[src/rtl/if_fetch.sv]
// Instruction-fetch stage: owns the fetch PC, runs a req/ack handshake to instruction
// memory and queues {pc, inst} pairs for decode. Optional FETCH_PERF_EN adds a bubble counter.
module if_fetch #(
    parameter logic [31:0] RESET_PC = 32'h0000_0000,
    parameter int          QDEPTH   = 2
) (
    input  logic        clk,
    input  logic        rst,
    input  logic        stall_i,
    input  logic        branch_flag_i,
    input  logic [31:0] branch_target_i,
    output logic        mem_req_o,
    output logic [31:0] mem_addr_o,
    input  logic        mem_ack_i,
    input  logic [31:0] mem_rdata_i,
    output logic [31:0] pc_o,
    output logic [31:0] inst_o,
    output logic        inst_valid_o
`ifdef FETCH_PERF_EN
    ,
    output logic [31:0] perf_bubble_o
`endif
);

    localparam int PW = (QDEPTH > 1) ? $clog2(QDEPTH) : 1;

    typedef logic [PW-1:0] ptr_t;
    typedef logic [PW:0]   cnt_t;

    localparam cnt_t        FULL = cnt_t'(QDEPTH);
    localparam logic [31:0] NOP  = 32'h0000_0013;

    typedef enum logic {
        RUN  = 1'b0,
        KILL = 1'b1
    } state_t;

    state_t      state_q, state_d;
    logic [31:0] fetch_pc_q, fetch_pc_d;
    logic [31:0] kill_addr_q, kill_addr_d;
    cnt_t        count_q, count_d;
    ptr_t        rd_ptr_q, rd_ptr_d;
    ptr_t        wr_ptr_q, wr_ptr_d;
    logic [31:0] q_pc_q   [QDEPTH];
    logic [31:0] q_pc_d   [QDEPTH];
    logic [31:0] q_inst_q [QDEPTH];
    logic [31:0] q_inst_d [QDEPTH];

    logic push;
    logic pop;

    // Handshake and queue-head outputs; everything is forced idle while rst is high.
    always_comb begin
        inst_valid_o = ~rst & (count_q != '0);
        pop          = inst_valid_o & ~stall_i;
        mem_req_o    = ~rst & ((state_q == KILL) | (count_q < FULL) | pop);
        mem_addr_o   = (state_q == KILL) ? kill_addr_q : fetch_pc_q;
        push         = (state_q == RUN) & mem_req_o & mem_ack_i & ~branch_flag_i;
        pc_o         = inst_valid_o ? q_pc_q[rd_ptr_q] : 32'h0;
        inst_o       = inst_valid_o ? q_inst_q[rd_ptr_q] : NOP;
    end

    always_comb begin
        state_d     = state_q;
        fetch_pc_d  = fetch_pc_q;
        kill_addr_d = kill_addr_q;
        count_d     = count_q;
        rd_ptr_d    = rd_ptr_q;
        wr_ptr_d    = wr_ptr_q;
        q_pc_d      = q_pc_q;
        q_inst_d    = q_inst_q;

        if (branch_flag_i) begin
            count_d    = '0;
            rd_ptr_d   = '0;
            wr_ptr_d   = '0;
            fetch_pc_d = branch_target_i & 32'hFFFF_FFFC;
            // An unacked request cannot be withdrawn, so its data must be swallowed later.
            if ((state_q == RUN) && mem_req_o && !mem_ack_i) begin
                kill_addr_d = fetch_pc_q;
                state_d     = KILL;
            end else if ((state_q == KILL) && mem_ack_i) begin
                state_d = RUN;
            end
        end else begin
            if ((state_q == KILL) && mem_ack_i) begin
                state_d = RUN;
            end
            if (push) begin
                q_pc_d[wr_ptr_q]   = fetch_pc_q;
                q_inst_d[wr_ptr_q] = mem_rdata_i;
                wr_ptr_d           = wr_ptr_q + ptr_t'(1);
                fetch_pc_d         = fetch_pc_q + 32'd4;
            end
            if (pop) begin
                rd_ptr_d = rd_ptr_q + ptr_t'(1);
            end
            case ({push, pop})
                2'b10:   count_d = count_q + cnt_t'(1);
                2'b01:   count_d = count_q - cnt_t'(1);
                default: count_d = count_q;
            endcase
        end
    end

`ifdef FETCH_PERF_EN
    logic [31:0] perf_q, perf_d;

    always_comb begin
        perf_d = inst_valid_o ? perf_q : perf_q + 32'd1;
    end

    assign perf_bubble_o = perf_q;
`endif

    always_ff @(posedge clk) begin
        q_pc_q   <= q_pc_d;
        q_inst_q <= q_inst_d;
        if (rst) begin
            state_q     <= RUN;
            fetch_pc_q  <= RESET_PC;
            kill_addr_q <= 32'h0;
            count_q     <= '0;
            rd_ptr_q    <= '0;
            wr_ptr_q    <= '0;
`ifdef FETCH_PERF_EN
            perf_q      <= 32'h0;
`endif
        end else begin
            state_q     <= state_d;
            fetch_pc_q  <= fetch_pc_d;
            kill_addr_q <= kill_addr_d;
            count_q     <= count_d;
            rd_ptr_q    <= rd_ptr_d;
            wr_ptr_q    <= wr_ptr_d;
`ifdef FETCH_PERF_EN
            perf_q      <= perf_d;
`endif
        end
    end

endmodule
[config.mk]
export PLATFORM = sky130hd
export DESIGN_NAME = if_fetch
export DESIGN_NICKNAME = d
export VERILOG_FILES = /design/src/rtl/if_fetch.sv
export SDC_FILE = /design/constraint.sdc
export NUM_CORES = 1
export LEC_CHECK = 0
export BUFFER_PORTS_ARGS = -buffer_cell sky130_fd_sc_hd__buf_2
export CAP_MARGIN = 20
export CORE_ASPECT_RATIO = 0.5
export CORE_MARGIN = 2
export CORE_UTILIZATION = 50
export DETAILED_ROUTE_END_ITERATION = 8
export GPL_TIMING_DRIVEN = 0
export MAX_ROUTING_LAYER = met4
export PLACE_DENSITY_LB_ADDON = 0.3
export SLEW_MARGIN = 0
export SYNTH_ARGS = -nofsm -noshare
export SYNTH_HDL_FRONTEND = slang
export SYNTH_SLANG_ARGS = --single-unit
[constraint.sdc]
create_clock -name clk -period 4.6 [get_ports clk]
set_clock_uncertainty 0.2 [all_clocks]
set_input_delay 0.92 -clock clk [delete_from_list [all_inputs] [get_ports clk]]
set_output_delay 0.92 -clock clk [all_outputs]
set_load 0.005 [all_outputs]
## Word level (Yosys, flattened, before mapping)

Index checks and enable logic that the tools add are counted.

- Input bits: 69
- Word-level logic and storage cells: 66
- Output and inout port bits: 98
- Bits in registers: 197

- Equal/unequal tests: 2
- Mux-type cells: 19
- Bitwise gates (word level): 14
- Add/subtract/negate cells: 5
- Reductions and logical operators: 11
- Order comparisons: 4

Operators with widths:

| cell | number |
|---|---|
| two-way mux 32 bit | 12 |
| bitwise mux 64 bit | 2 |
| adder 32 x 3 -> 32 bit (second input constant) | 1 |
| demux 32 bit (select 1 bit) | 1 |
| AND 1 bit | 6 |
| nonzero test 2 bit | 3 |
| >= comparator 2 bit (second input constant) | 2 |
| logical AND 1 bit | 4 |
| inverter 1 bit | 4 |
| inverter 1 -> 2 bit | 2 |
| case mux 2 bit (2 select lines) | 1 |
| AND reduction 2 bit | 2 |
| two-way mux 1 bit | 3 |
| adder 1 bit (second input constant) | 2 |
| adder 2 x 1 -> 2 bit (second input constant) | 1 |
| == test 2 x 1 -> 1 bit (second input constant) | 1 |
| == test 2 bit (second input constant) | 1 |
| less-than comparator 2 x 1 -> 1 bit (second input constant) | 1 |
| less-than comparator 2 bit (second input constant) | 1 |
| bitwise OR 1 bit | 2 |
| OR reduction 2 bit | 1 |
| subtractor 2 x 1 -> 2 bit (second input constant) | 1 |
| logical NOT 1 bit | 1 |

## Longest topological paths before layout

Gate-level depths: netlist (run 1).

- Depth after elaboration: 10
- Depth in mapped cells: 8
- Mapped depth without buffers: 6

## Worst setup path after synthesis (run 1)

Ideal clock, no wire load.

- Path kind: input -> register
- From: in branch_flag_i
- To: reg q_inst_q[0] in the netlist's numbering (enable)
- Stages: 5
- Slack: -0.367 ns
- Library setup time: 0.482 ns
- Data arrival time: 4.285 ns
- Path through: clkbuf_1 -> inv_2 -> buf_1 -> nand3_1 -> nor2_1

- Longest elaborated chain between the ends: 3

RTL lines:

| item | RTL line | RTL |
|---|---|---|
| from (decl) | 10 | `input logic branch_flag_i,` |
| inverter 1 bit (no line) * | - |  |
| AND 1 bit | 58 | `push = (state_q == RUN) & mem_req_o & mem_ack_i & ~branch_flag_i;` |
| AND reduction 2 bit (no line) * | - |  |
| to (signal assigned) | 118 | `q_inst_q <= q_inst_d;` |
| to (decl) | 46 | `logic [31:0] q_inst_q [QDEPTH];` |

Mark *: on every way between the ends. The rest lies on a longest branch, timed or not.
A chain may end at the register's enable or synchronous reset.

## Worst setup path in the final report (run 1)

- From: in rst
- To: out mem_req_o

- Longest elaborated chain between the ends: 5

RTL lines:

| item | RTL line | RTL |
|---|---|---|
| from (decl) | 8 | `input logic rst,` |
| inverter 1 bit * | 54, 56 |  |
| AND 1 bit | 54 | `inst_valid_o = ~rst & (count_q != '0);` |
| AND 1 bit | 55 | `pop = inst_valid_o & ~stall_i;` |
| bitwise OR 1 bit | 56 | `mem_req_o = ~rst & ((state_q == KILL) \| (count_q < FULL) \| pop);` |
| AND 1 bit * | 56 |  |
| to (decl) | 12 | `output logic mem_req_o,` |

Marks and branches as above.

==> impl_metrics.env, run 1 <==
export IMPL_async_flop_share=0
export IMPL_antenna_found_initial=0
export IMPL_route_detailed_drc=0
export IMPL_synth_top_family_by_area="simple AND/OR/NAND/NOR gates"
export IMPL_slew_viol_final=0
export IMPL_cts_buffers=17
export IMPL_powerDensity_nw_per_um2=362.2
export IMPL_first_pass_iters=5
export IMPL_dieHeight_microns=94.45
export IMPL_rows=32
export IMPL_antennaDiodeCount=0
export IMPL_clk_latency_ns=0.42
export IMPL_switchingPower_mw=0.8436
export IMPL_synthFlopType="edfxtp_1"
export IMPL_start_util=0.5213
export IMPL_grt_pass1_wl_mm=29.97
export IMPL_p_sw_frac=0.2334
export IMPL_synth_area_leader_cell="edfxtp_1"
export IMPL_first_iter_violations=609
export IMPL_h_tree_depth=4
export IMPL_status="finished clean"
export IMPL_yosysWarnings=0
export IMPL_final_cells=1127
export IMPL_crit_type="input port to output pin"
export IMPL_hold_buffers=0
export IMPL_synth_seq_cells=189
export IMPL_fin_crit_ns=3.693
export IMPL_yosysUniqueCellTypes=46
export IMPL_cts_sinks=189
export IMPL_ir_worst_vdd_v=0.0002433
export IMPL_cellLeakagePower_nw=3.610
export IMPL_synth_area_mux_share=0.1144
export IMPL_timing_fmax_mhz=270.8
export IMPL_final_cell_mix="buf_2, edfxtp_1, nor2_1"
export IMPL_relSlewSlack=0.2786
export IMPL_dp_hpwl_mm=14.11
export IMPL_dp_cells=1095
export IMPL_crit_path_start_kind="input port"
export IMPL_synth_area_top_cells="edfxtp_1, dfxtp_1, mux2i_1, nor2_1, mux2_2"
export IMPL_synth_edf_count=124
export IMPL_synth_xor_area_share=0.01178
export IMPL_grt_use_total=0.2341
export IMPL_final_area_sq_um=9976
export IMPL_finish_utilization=0.6356
export IMPL_worst_slew_pin_slew_ns=1.080
export IMPL_boundaryPins=167
export IMPL_hold_violations=0
export IMPL_gr_total_overflow=0
export IMPL_worstSetupEndpointType="output pin"
export IMPL_synth_fa_ha_area_frac=0.003059
export IMPL_synth_compound_area_frac=0.07157
export IMPL_cts_root_buf="clkbuf_16"
export IMPL_mostFrequentLayoutCell="buf_2"
export IMPL_routed_via_density=5.527
export IMPL_gp_congestion=0.8808
export IMPL_post_cts_buffers=0
export IMPL_synthSimpleGateAreaFrac=0.1519
export IMPL_wl_per_cell_microns=17.58
export IMPL_finalCritPeriodShare=0.8028
export IMPL_seqPwrFrac=0.528
export IMPL_maxCapViolations=0
export IMPL_clk_pin_slew_worst_paths_ns=0.07
export IMPL_p_clk_frac=0.408
export IMPL_die_area_sq_um=17460
export IMPL_cts_tree="yes"
export IMPL_synthesis_instances=708
export IMPL_post_cts_resized=0
export IMPL_cp_required_ns=3.48
export IMPL_vias=6229
export IMPL_intPower_mw=2.770
export IMPL_portBuffers=159
export IMPL_synth_top_area_share=0.4551
export IMPL_drtAntennaViolNets=0
export IMPL_cp_arrival_ns=2.57
export IMPL_combPwrFrac=0.064
export IMPL_mappedNetlistArea_sq_um=8182
export IMPL_core_region_area_sq_um=15700
export IMPL_grt_start_max_net_pins=23
export IMPL_nFillCells=1278
export IMPL_area_delta_synth_final_pct=21.93
export IMPL_syn_avg_cell_area_sq_um=11.56
export IMPL_min_path_type="register to register"
export IMPL_wl_mm=19.81
export IMPL_clk_path_buf_depth=2
export IMPL_placed_area_sq_um=9390
export IMPL_synth_seq_area_share=0.6142
export IMPL_fp_dieW_microns=184.9
export IMPL_rsz0062_at_grt="no"
export IMPL_grt_pass1_vias=5781
export IMPL_layout_drive_gt1_share=0.2605
export IMPL_worstPathMaxFanout=10
export IMPL_setup_violations=0
export IMPL_nNetsFinal=964
worst max-delay path: stages:
cell	delay (ns)
buf_6	0.12
clkbuf_1	0.36
clkbuf_1	0.52
buf_1	0.40
nor2_1	0.10
buf_2	0.14
final timing paths:
kind / from / endpoint / slack (ns) / cells past startpoint
hold / removal: fetch_pc_q[27] / q_pc_q[27] / 0.25 / 0
hold reg to reg: fetch_pc_q[27] / q_pc_q[27] / 0.25 / 0
setup / recovery: rst / mem_req_o / 0.91 / 6
setup reg to reg: state_q / q_inst_q[56] / 1.81 / 6
routing by layer:
metal	up-vias	wire length, microns	GRT usage	part of all wire
met2	228	9111	0.3633	0.46
met4	0	199	0.07540	0.010
met3	19	1414	0.03741	0.071
li1	2960	-	-	-
met5	-	0	-	0
met1	3022	9087	0.3184	0.46
cell usage after synthesis (4+ instances only):
| cell type | number |
|---|---|
| a311oi_1 | 15 |
| mux2_2 | 28 |
| nor3b_1 | 6 |
| nand3_1 | 18 |
| nand2_1 | 80 |
| nor2_1 | 91 |
| nand4_1 | 11 |
| o21ai_0 | 12 |
| or4_1 | 17 |
| and3_1 | 5 |
| xnor2_1 | 5 |
| clkbuf_1 | 34 |
| nor4_1 | 5 |
| dfxtp_1 | 65 |
| mux2i_1 | 62 |
| edfxtp_1 | 124 |
| buf_2 | 4 |
| nor2b_1 | 4 |
| buf_4 | 4 |
| buf_1 | 11 |
| or3_1 | 9 |
| o31ai_1 | 10 |
| nor3_1 | 4 |
| a21oi_1 | 35 |
| xor2_1 | 6 |
| inv_1 | 6 |
| a211oi_1 | 9 |
kinds of logic (layout without fill, tap and decap cells):
family	count (synthesis)	after routing
simple gates	263	263
flops	189	189
compound gates	90	90
mux	90	90
buf+inv	62	257
xor+xnor	11	11
fa+ha+maj	2	2
other cells	1	4
metrics by stage:
| step | worst slack [ns] | setup TNS [ns] | hold slack, ns | total power [mW] |
|---|---|---|---|---|
| finish | 0.9072 | 0 | 0.2548 | 3.614 |
| global route | 0.7762 | 0 | 0.2723 | 3.725 |
| CTS | 0.9014 | 0 | 0.2572 | 3.631 |
| detailed placement | 0.7971 | 0 | 0.2410 | 2.176 |
| global placement | -2.247 | -277.44 | 0.2361 | 2.162 |
| floorplan | -0.3674 | -45.56 | 0.2202 | 2.055 |
layout make-up:
class | instances | area, sq um | area share
plain buffers | 55 | 241.5 | 0.02421
clock buffers | 17 | 425.4 | 0.04264
clock inverters | 15 | 160.2 | 0.01605
inverters | 7 | 26.28 | 0.002634
multi-input cells | 460 | 2915 | 0.2922
flip-flops and latches | 189 | 5025 | 0.5037
well taps | 221 | 276.5 | 0.02772
repair buffers | 163 | 905.9 | 0.09081
power by group through the flow:
stage	clock network, mW	logic [mW]	registers (mW)
final	1.47	0.231	1.91
after detailed placement	0	0.230	1.95
after global routing	1.56	0.254	1.91
after floorplan	0	0.131	1.92
after CTS	1.49	0.231	1.91
after global placement	0	0.218	1.94
sequential cells by signal, summed over array words and instances, names as in the netlist:
name         flops
fetch_pc_q      30
wr_ptr_q         1
q_pc_q          60
kill_addr_q     30
q_inst_q        64
rd_ptr_q         1
count_q          2
state_q          1
(Power assumes the default switching activity.)
==> inputs of run 2 (changes only) <==
Settings changed: CORE_UTILIZATION 50 to 55.
Clock period 4.6 ns to 3.5 ns, I/O delays scaled along.
==> run 2 against run 1 <==
  * Sequential power up 31%
  * Critical path depth did not move
  * Sequential share of layout area is 0.18 points higher
  * Die area is 8.8% lower
  * Largest cell class unchanged
  * Hold slack got worse by 0.0013 ns
  * Non-clock buffer count rose by 1
==> impl_metrics.env, run 2 (synthesis results as in run 1) <==
export IMPL_antennaDiodeCount=0
export IMPL_fin_crit_ns=3.269
export IMPL_crit_type="input port to output pin"
export IMPL_setup_ws_ns=0.2308
export IMPL_dieHeight_microns=90.25
export IMPL_critPathSlowestCell="clkbuf_1"
export IMPL_powerDensity_nw_per_um2=474.3
export IMPL_use_met1=0.3575
export IMPL_portBuffers=159
export IMPL_gr_total_overflow=0
export IMPL_route_detailed_drc=0
export IMPL_area_delta_synth_final_pct=21.49
export IMPL_grt_pass1_vias=5635
export IMPL_setup_violations=0
export IMPL_grt_use_met3=0.05415
export IMPL_h_tree_depth=4
export IMPL_rsz0062_at_grt="no"
export IMPL_busiest_layer="met2"
export IMPL_rows=31
export IMPL_timing_fmax_mhz=305.9
export IMPL_vias=6179
export IMPL_grt_pass1_wl_mm=29.86
export IMPL_cellLeakagePower_nw=3.605
export IMPL_cp_common_cell="clkbuf_1"
export IMPL_first_pass_iters=6
export IMPL_cts_sinks=189
export IMPL_wl_mm=19.32
export IMPL_multi_input_area_sq_um=2915
export IMPL_min_path_type="register to register"
export IMPL_routed_via_density=5.597
export IMPL_cts_buffers=17
export IMPL_worstSetupEndpointType="output pin"
export IMPL_cp_arrival_ns=2.37
export IMPL_grt_use_met2=0.3770
export IMPL_nFillCells=1118
export IMPL_regArea_sq_um=5025
export IMPL_grt_use_total=0.2520
export IMPL_hold_violations=0
export IMPL_holdPathStages=2
export IMPL_worst_slew_pin_slew_ns=0.8127
export IMPL_grt_start_max_net_pins=24
export IMPL_reg_largest_list="q_inst_q: 64 flops, q_pc_q: 60 flops"
export IMPL_r2r_setup_slack_ns=0.75
export IMPL_clk_path_buf_depth=2
export IMPL_boundaryPins=167
export IMPL_relSlewSlack=0.4582
export IMPL_maxCapViolations=0
export IMPL_nNetsFinal=965
export IMPL_cp_required_ns=2.60
export IMPL_r2r_start="state_q"
export IMPL_mostFrequentLayoutCell="buf_2"
export IMPL_path_cells="buf_6, clkbuf_1, clkbuf_1, buf_1, nor2_1, buf_2"
export IMPL_wl_per_cell_microns=17.50
export IMPL_largest_reg_flops=64
export IMPL_fp_dieW_microns=176.5
export IMPL_slew_viol_final=0
export IMPL_final_cells=1104
export IMPL_final_area_sq_um=9940
export IMPL_hp_start="kill_addr_q[17]"
export IMPL_clk_latency_ns=0.43
export IMPL_slowest_delay_ns=0.53
export IMPL_drtAntennaViolNets=0
export IMPL_whs_endpoint="kill_addr_q[17]"
export IMPL_layout_drive_gt1_share=0.2627
export IMPL_placed_area_sq_um=9354
export IMPL_die_area_sq_um=15930
export IMPL_post_cts_buffers=0
export IMPL_final_cell_mix="buf_2, edfxtp_1, nor2_1"
export IMPL_dp_hpwl_mm=13.66
export IMPL_core_region_area_sq_um=14510
export IMPL_start_util=0.5640
export IMPL_clk_pin_slew_worst_paths_ns=0.07
export IMPL_hold_buffers=0
export IMPL_ir_worst_vdd_v=0.0003139
export IMPL_worstReg2RegEnd="q_inst_q[47]"
export IMPL_regMostFlops="q_inst_q"
export IMPL_worstPathMaxFanout=10
export IMPL_preCtsSetupSlack_ns=-0.06497
export IMPL_cts_tree="yes"
export IMPL_crit_path_start_kind="input port"
export IMPL_status="finished clean"
export IMPL_antenna_found_initial=0
export IMPL_dp_cells=1072
export IMPL_first_iter_violations=496
export IMPL_r2r_cells=6
export IMPL_gp_congestion=0.8941
export IMPL_finalCritPeriodShare=0.9341
export IMPL_cts_root_buf="clkbuf_16"
export IMPL_post_cts_resized=0
## run 2: changes by cell type in the layout (fill, tap and decap cells not counted), sizes merged
| cell | before | now |
|---|---|---|
| buf | 184 | 185 |
| inv | 13 | 14 |
| clkinv | 5 | 3 |
| bufinv | 2 | 1 |
| clkinvlp | 2 | 3 |
## run 2: critical path, delay by kind of cell
family / cells / cell delay [ns]
buffers and inverters: 5 / 1.54
AND/OR/NAND/NOR: 1 / 0.12
## run 2: layout make-up
class / instances / share of cell area
sequential: 189 / 0.5055
tap: 198 / 0.02492
clock inverter: 14 / 0.01536
inverter: 7 / 0.002644
buffer: 55 / 0.02430
timing repair buffer: 164 / 0.09114
clock buffer: 17 / 0.04280
multi-input combinational: 460 / 0.2933
## run 2: per-layer routing
metal	up-vias	share of wire
met1	2966	0.47
met3	18	0.072
met5	-	0
li1	2962	-
met4	0	0.0090
met2	233	0.45
## run 2: where the power goes
group | switching [mW] | leakage, nW | internal, mW | total [mW]
logic | 0.166 | 1.66 | 0.136 | 0.302
registers | 0.0728 | 1.67 | 2.44 | 2.51
clock network | 0.892 | 0.276 | 1.01 | 1.90
total | 1.13 | 3.60 | 3.58 | 4.71
## run 2: worst max path at each step
stage,start,end,cells after the start
detailed placement,branch_flag_i,q_inst_q[57],8
global route,count_q[1],inst_o[0],6
CTS,count_q[1],inst_o[4],5
global placement,branch_flag_i,q_inst_q[43],6
finish,rst,mem_req_o,6
floorplan,branch_flag_i,q_inst_q[0],5
## run 2: per-stage QoR
step             util  TNS [ns]  hold WS, ns  total power, mW
2_1_floorplan       -    -29.81       0.2202            2.701
3_3_place_gp   0.6371   -186.35       0.2352            2.838
3_5_place_dp   0.6448    -1.427       0.2468            2.856
5_1_grt        0.6852         0       0.2433            4.866
6_report       0.6852         0       0.2535            4.714
4_1_cts        0.6847         0       0.2422            4.733
==> inputs of run 3 (changes only) <==
Settings changed: SETUP_SLACK_MARGIN set to 0.3.
Clock period 3.5 ns to 3.4 ns, I/O delays scaled along.
==> run 3 against run 2 <==
  * Flip-flop and latch count did not move
  * Largest cell class unchanged
  * Highest routed layer unchanged
  * Final cell count rose by 0.27%
  * Clock power rose by 3%
  * Count of clock-buffer cells in the layout did not move
  * Sequential power rose by 3%
  * First-iteration DRC count fell by 3.8%
==> impl_metrics.env, run 3 (synthesis results as in run 1) <==
export IMPL_grt_pass1_wl_mm=29.89
export IMPL_finalCritPeriodShare=0.8522
export IMPL_dp_cells=1072
export IMPL_timing_setup_tns_ns=0
export IMPL_grt_start_max_net_pins=24
export IMPL_hold_violations=0
export IMPL_placed_area_sq_um=9354
export IMPL_cellLeakagePower_nw=3.647
export IMPL_grt_use_total=0.2520
export IMPL_portBuffers=159
export IMPL_preCtsSetupSlack_ns=-0.1450
export IMPL_timing_fmax_mhz=345.1
export IMPL_relSlewSlack=0.5564
export IMPL_gr_total_overflow=0
export IMPL_first_iter_violations=477
export IMPL_path_cells="clkbuf_1, buf_2, mux2i_1, nor2_1, buf_2"
export IMPL_final_cell_mix="buf_2, edfxtp_1, nor2_1"
export IMPL_finish_utilization=0.6881
export IMPL_p_clk_frac=0.403
export IMPL_min_path_type="input port to register"
export IMPL_cp_required_ns=2.52
export IMPL_die_area_sq_um=15930
export IMPL_rsz0062_at_grt="no"
export IMPL_grt_pass1_vias=5631
export IMPL_layout_drive_gt1_share=0.2750
export IMPL_hold_buffers=0
export IMPL_hp_start="mem_rdata_i[9]"
export IMPL_final_cells=1107
export IMPL_critPathSlowestCell="buf_2"
export IMPL_crit_type="register to output pin"
export IMPL_wl_mm=19.57
export IMPL_setup_violations=0
export IMPL_mostFrequentLayoutCell="buf_2"
export IMPL_fin_crit_ns=2.897
export IMPL_nNetsFinal=968
export IMPL_slowest_delay_ns=0.40
export IMPL_holdWs_ns=0.2338
export IMPL_p_sw_frac=0.2406
export IMPL_area_delta_synth_final_pct=22.01
export IMPL_status="finished clean"
export IMPL_crit_start="rd_ptr_q"
export IMPL_worst_slew_pin_slew_ns=0.6653
export IMPL_nFillCells=1110
export IMPL_cp_top_family="buffers and inverters"
export IMPL_maxCapViolations=0
export IMPL_gp_congestion=0.8941
export IMPL_clk_path_buf_depth=2
export IMPL_antenna_found_initial=0
export IMPL_boundaryPins=167
export IMPL_switchingPower_mw=1.169
export IMPL_vias=6200
export IMPL_crit_buf_inv=3
export IMPL_final_area_sq_um=9982
export IMPL_slew_viol_final=0
export IMPL_cts_tree="yes"
export IMPL_total_power_mw=4.858
export IMPL_fp_dieW_microns=176.5
export IMPL_cts_root_buf="clkbuf_16"
export IMPL_cp_common_cell="buf_2"
export IMPL_cts_buffers=17
export IMPL_largest_reg_flops=64
export IMPL_clk_latency_ns=0.43
export IMPL_drtAntennaViolNets=0
export IMPL_start_util=0.5640
export IMPL_combPwrFrac=0.065
export IMPL_cp_arrival_ns=2.02
export IMPL_ir_worst_vdd_v=0.0003274
export IMPL_route_detailed_drc=0
export IMPL_clk_pin_slew_worst_paths_ns=0.07
export IMPL_dieHeight_microns=90.25
export IMPL_r2r_start="count_q[1]"
export IMPL_reg_largest_list="q_inst_q: 64 flops, q_pc_q: 60 flops"
export IMPL_first_pass_iters=5
export IMPL_worstPathMaxFanout=10
export IMPL_routed_via_density=5.601
export IMPL_powerDensity_nw_per_um2=486.7
export IMPL_dp_hpwl_mm=13.66
export IMPL_wl_per_cell_microns=17.68
export IMPL_h_tree_depth=4
export IMPL_crit_path_start_kind="register"
export IMPL_cts_sinks=189
export IMPL_regMostFlops="q_inst_q"
export IMPL_core_region_area_sq_um=14510
export IMPL_setup_ws_ns=0.5026
export IMPL_worstSetupEndpointType="output pin"
export IMPL_rows=31
export IMPL_intPower_mw=3.689
export IMPL_antennaDiodeCount=0
export IMPL_seqPwrFrac=0.532
==> run 3: changes by cell type in the layout (fill, tap and decap cells not counted), sizes merged <==
cell | previous run | this run
buf | 185 | 186
clkbuf | 51 | 52
nor2 | 91 | 92
==> run 3: routing by layer <==
metal | wire [microns] | track usage | up-vias
met2 | 8835 | 0.3773 | 225
met1 | 9146 | 0.3572 | 2981
met3 | 1405 | 0.05415 | 20
met5 | 0 | - | -
met4 | 179 | 0.05165 | 0
li1 | - | - | 2974
==> run 3: what timing repair did <==
| item | 4_1_cts | 5_1_grt |
|---|---|---|
| resized for setup | 8 | 2 |
| setup endpoints to repair | 64 | 57 |
| buffers inserted | 0 | 3 |
| pin swaps | 0 | 2 |
| cloned | 0 | 1 |
==> run 3: worst paths after layout <==
| path | endpoint | slack, ns | cells past startpoint |
|---|---|---|---|
| worst max-delay path | pc_o[18] | 0.50 | 5 |
| worst min-delay path | q_inst_q[9] | 0.23 | 1 |
| worst max register to register | count_q[1] | 0.90 | 5 |
| worst min register to register | kill_addr_q[17] | 0.25 | 2 |
==> run 3: power by group through the flow <==
stage / clock, mW / sequential, mW / combinational (mW)
3_5_place_dp: 0 / 2.63 / 0.307
4_1_cts: 1.98 / 2.58 / 0.310
2_1_floorplan: 0 / 2.60 / 0.178
5_1_grt: 2.07 / 2.59 / 0.346
6_report: 1.96 / 2.59 / 0.313
3_3_place_gp: 0 / 2.63 / 0.293
==> run 3: layout make-up <==
type | count | area [sq um] | area share
well taps | 198 | 247.7 | 0.02482
repair buffers | 166 | 920.9 | 0.09225
flip-flops and latches | 189 | 5025 | 0.5034
inverters | 7 | 26.28 | 0.002632
clock inverters | 14 | 152.6 | 0.01529
multi-input cells | 461 | 2933 | 0.2938
plain buffers | 55 | 251.5 | 0.02519
clock buffers | 17 | 425.4 | 0.04262
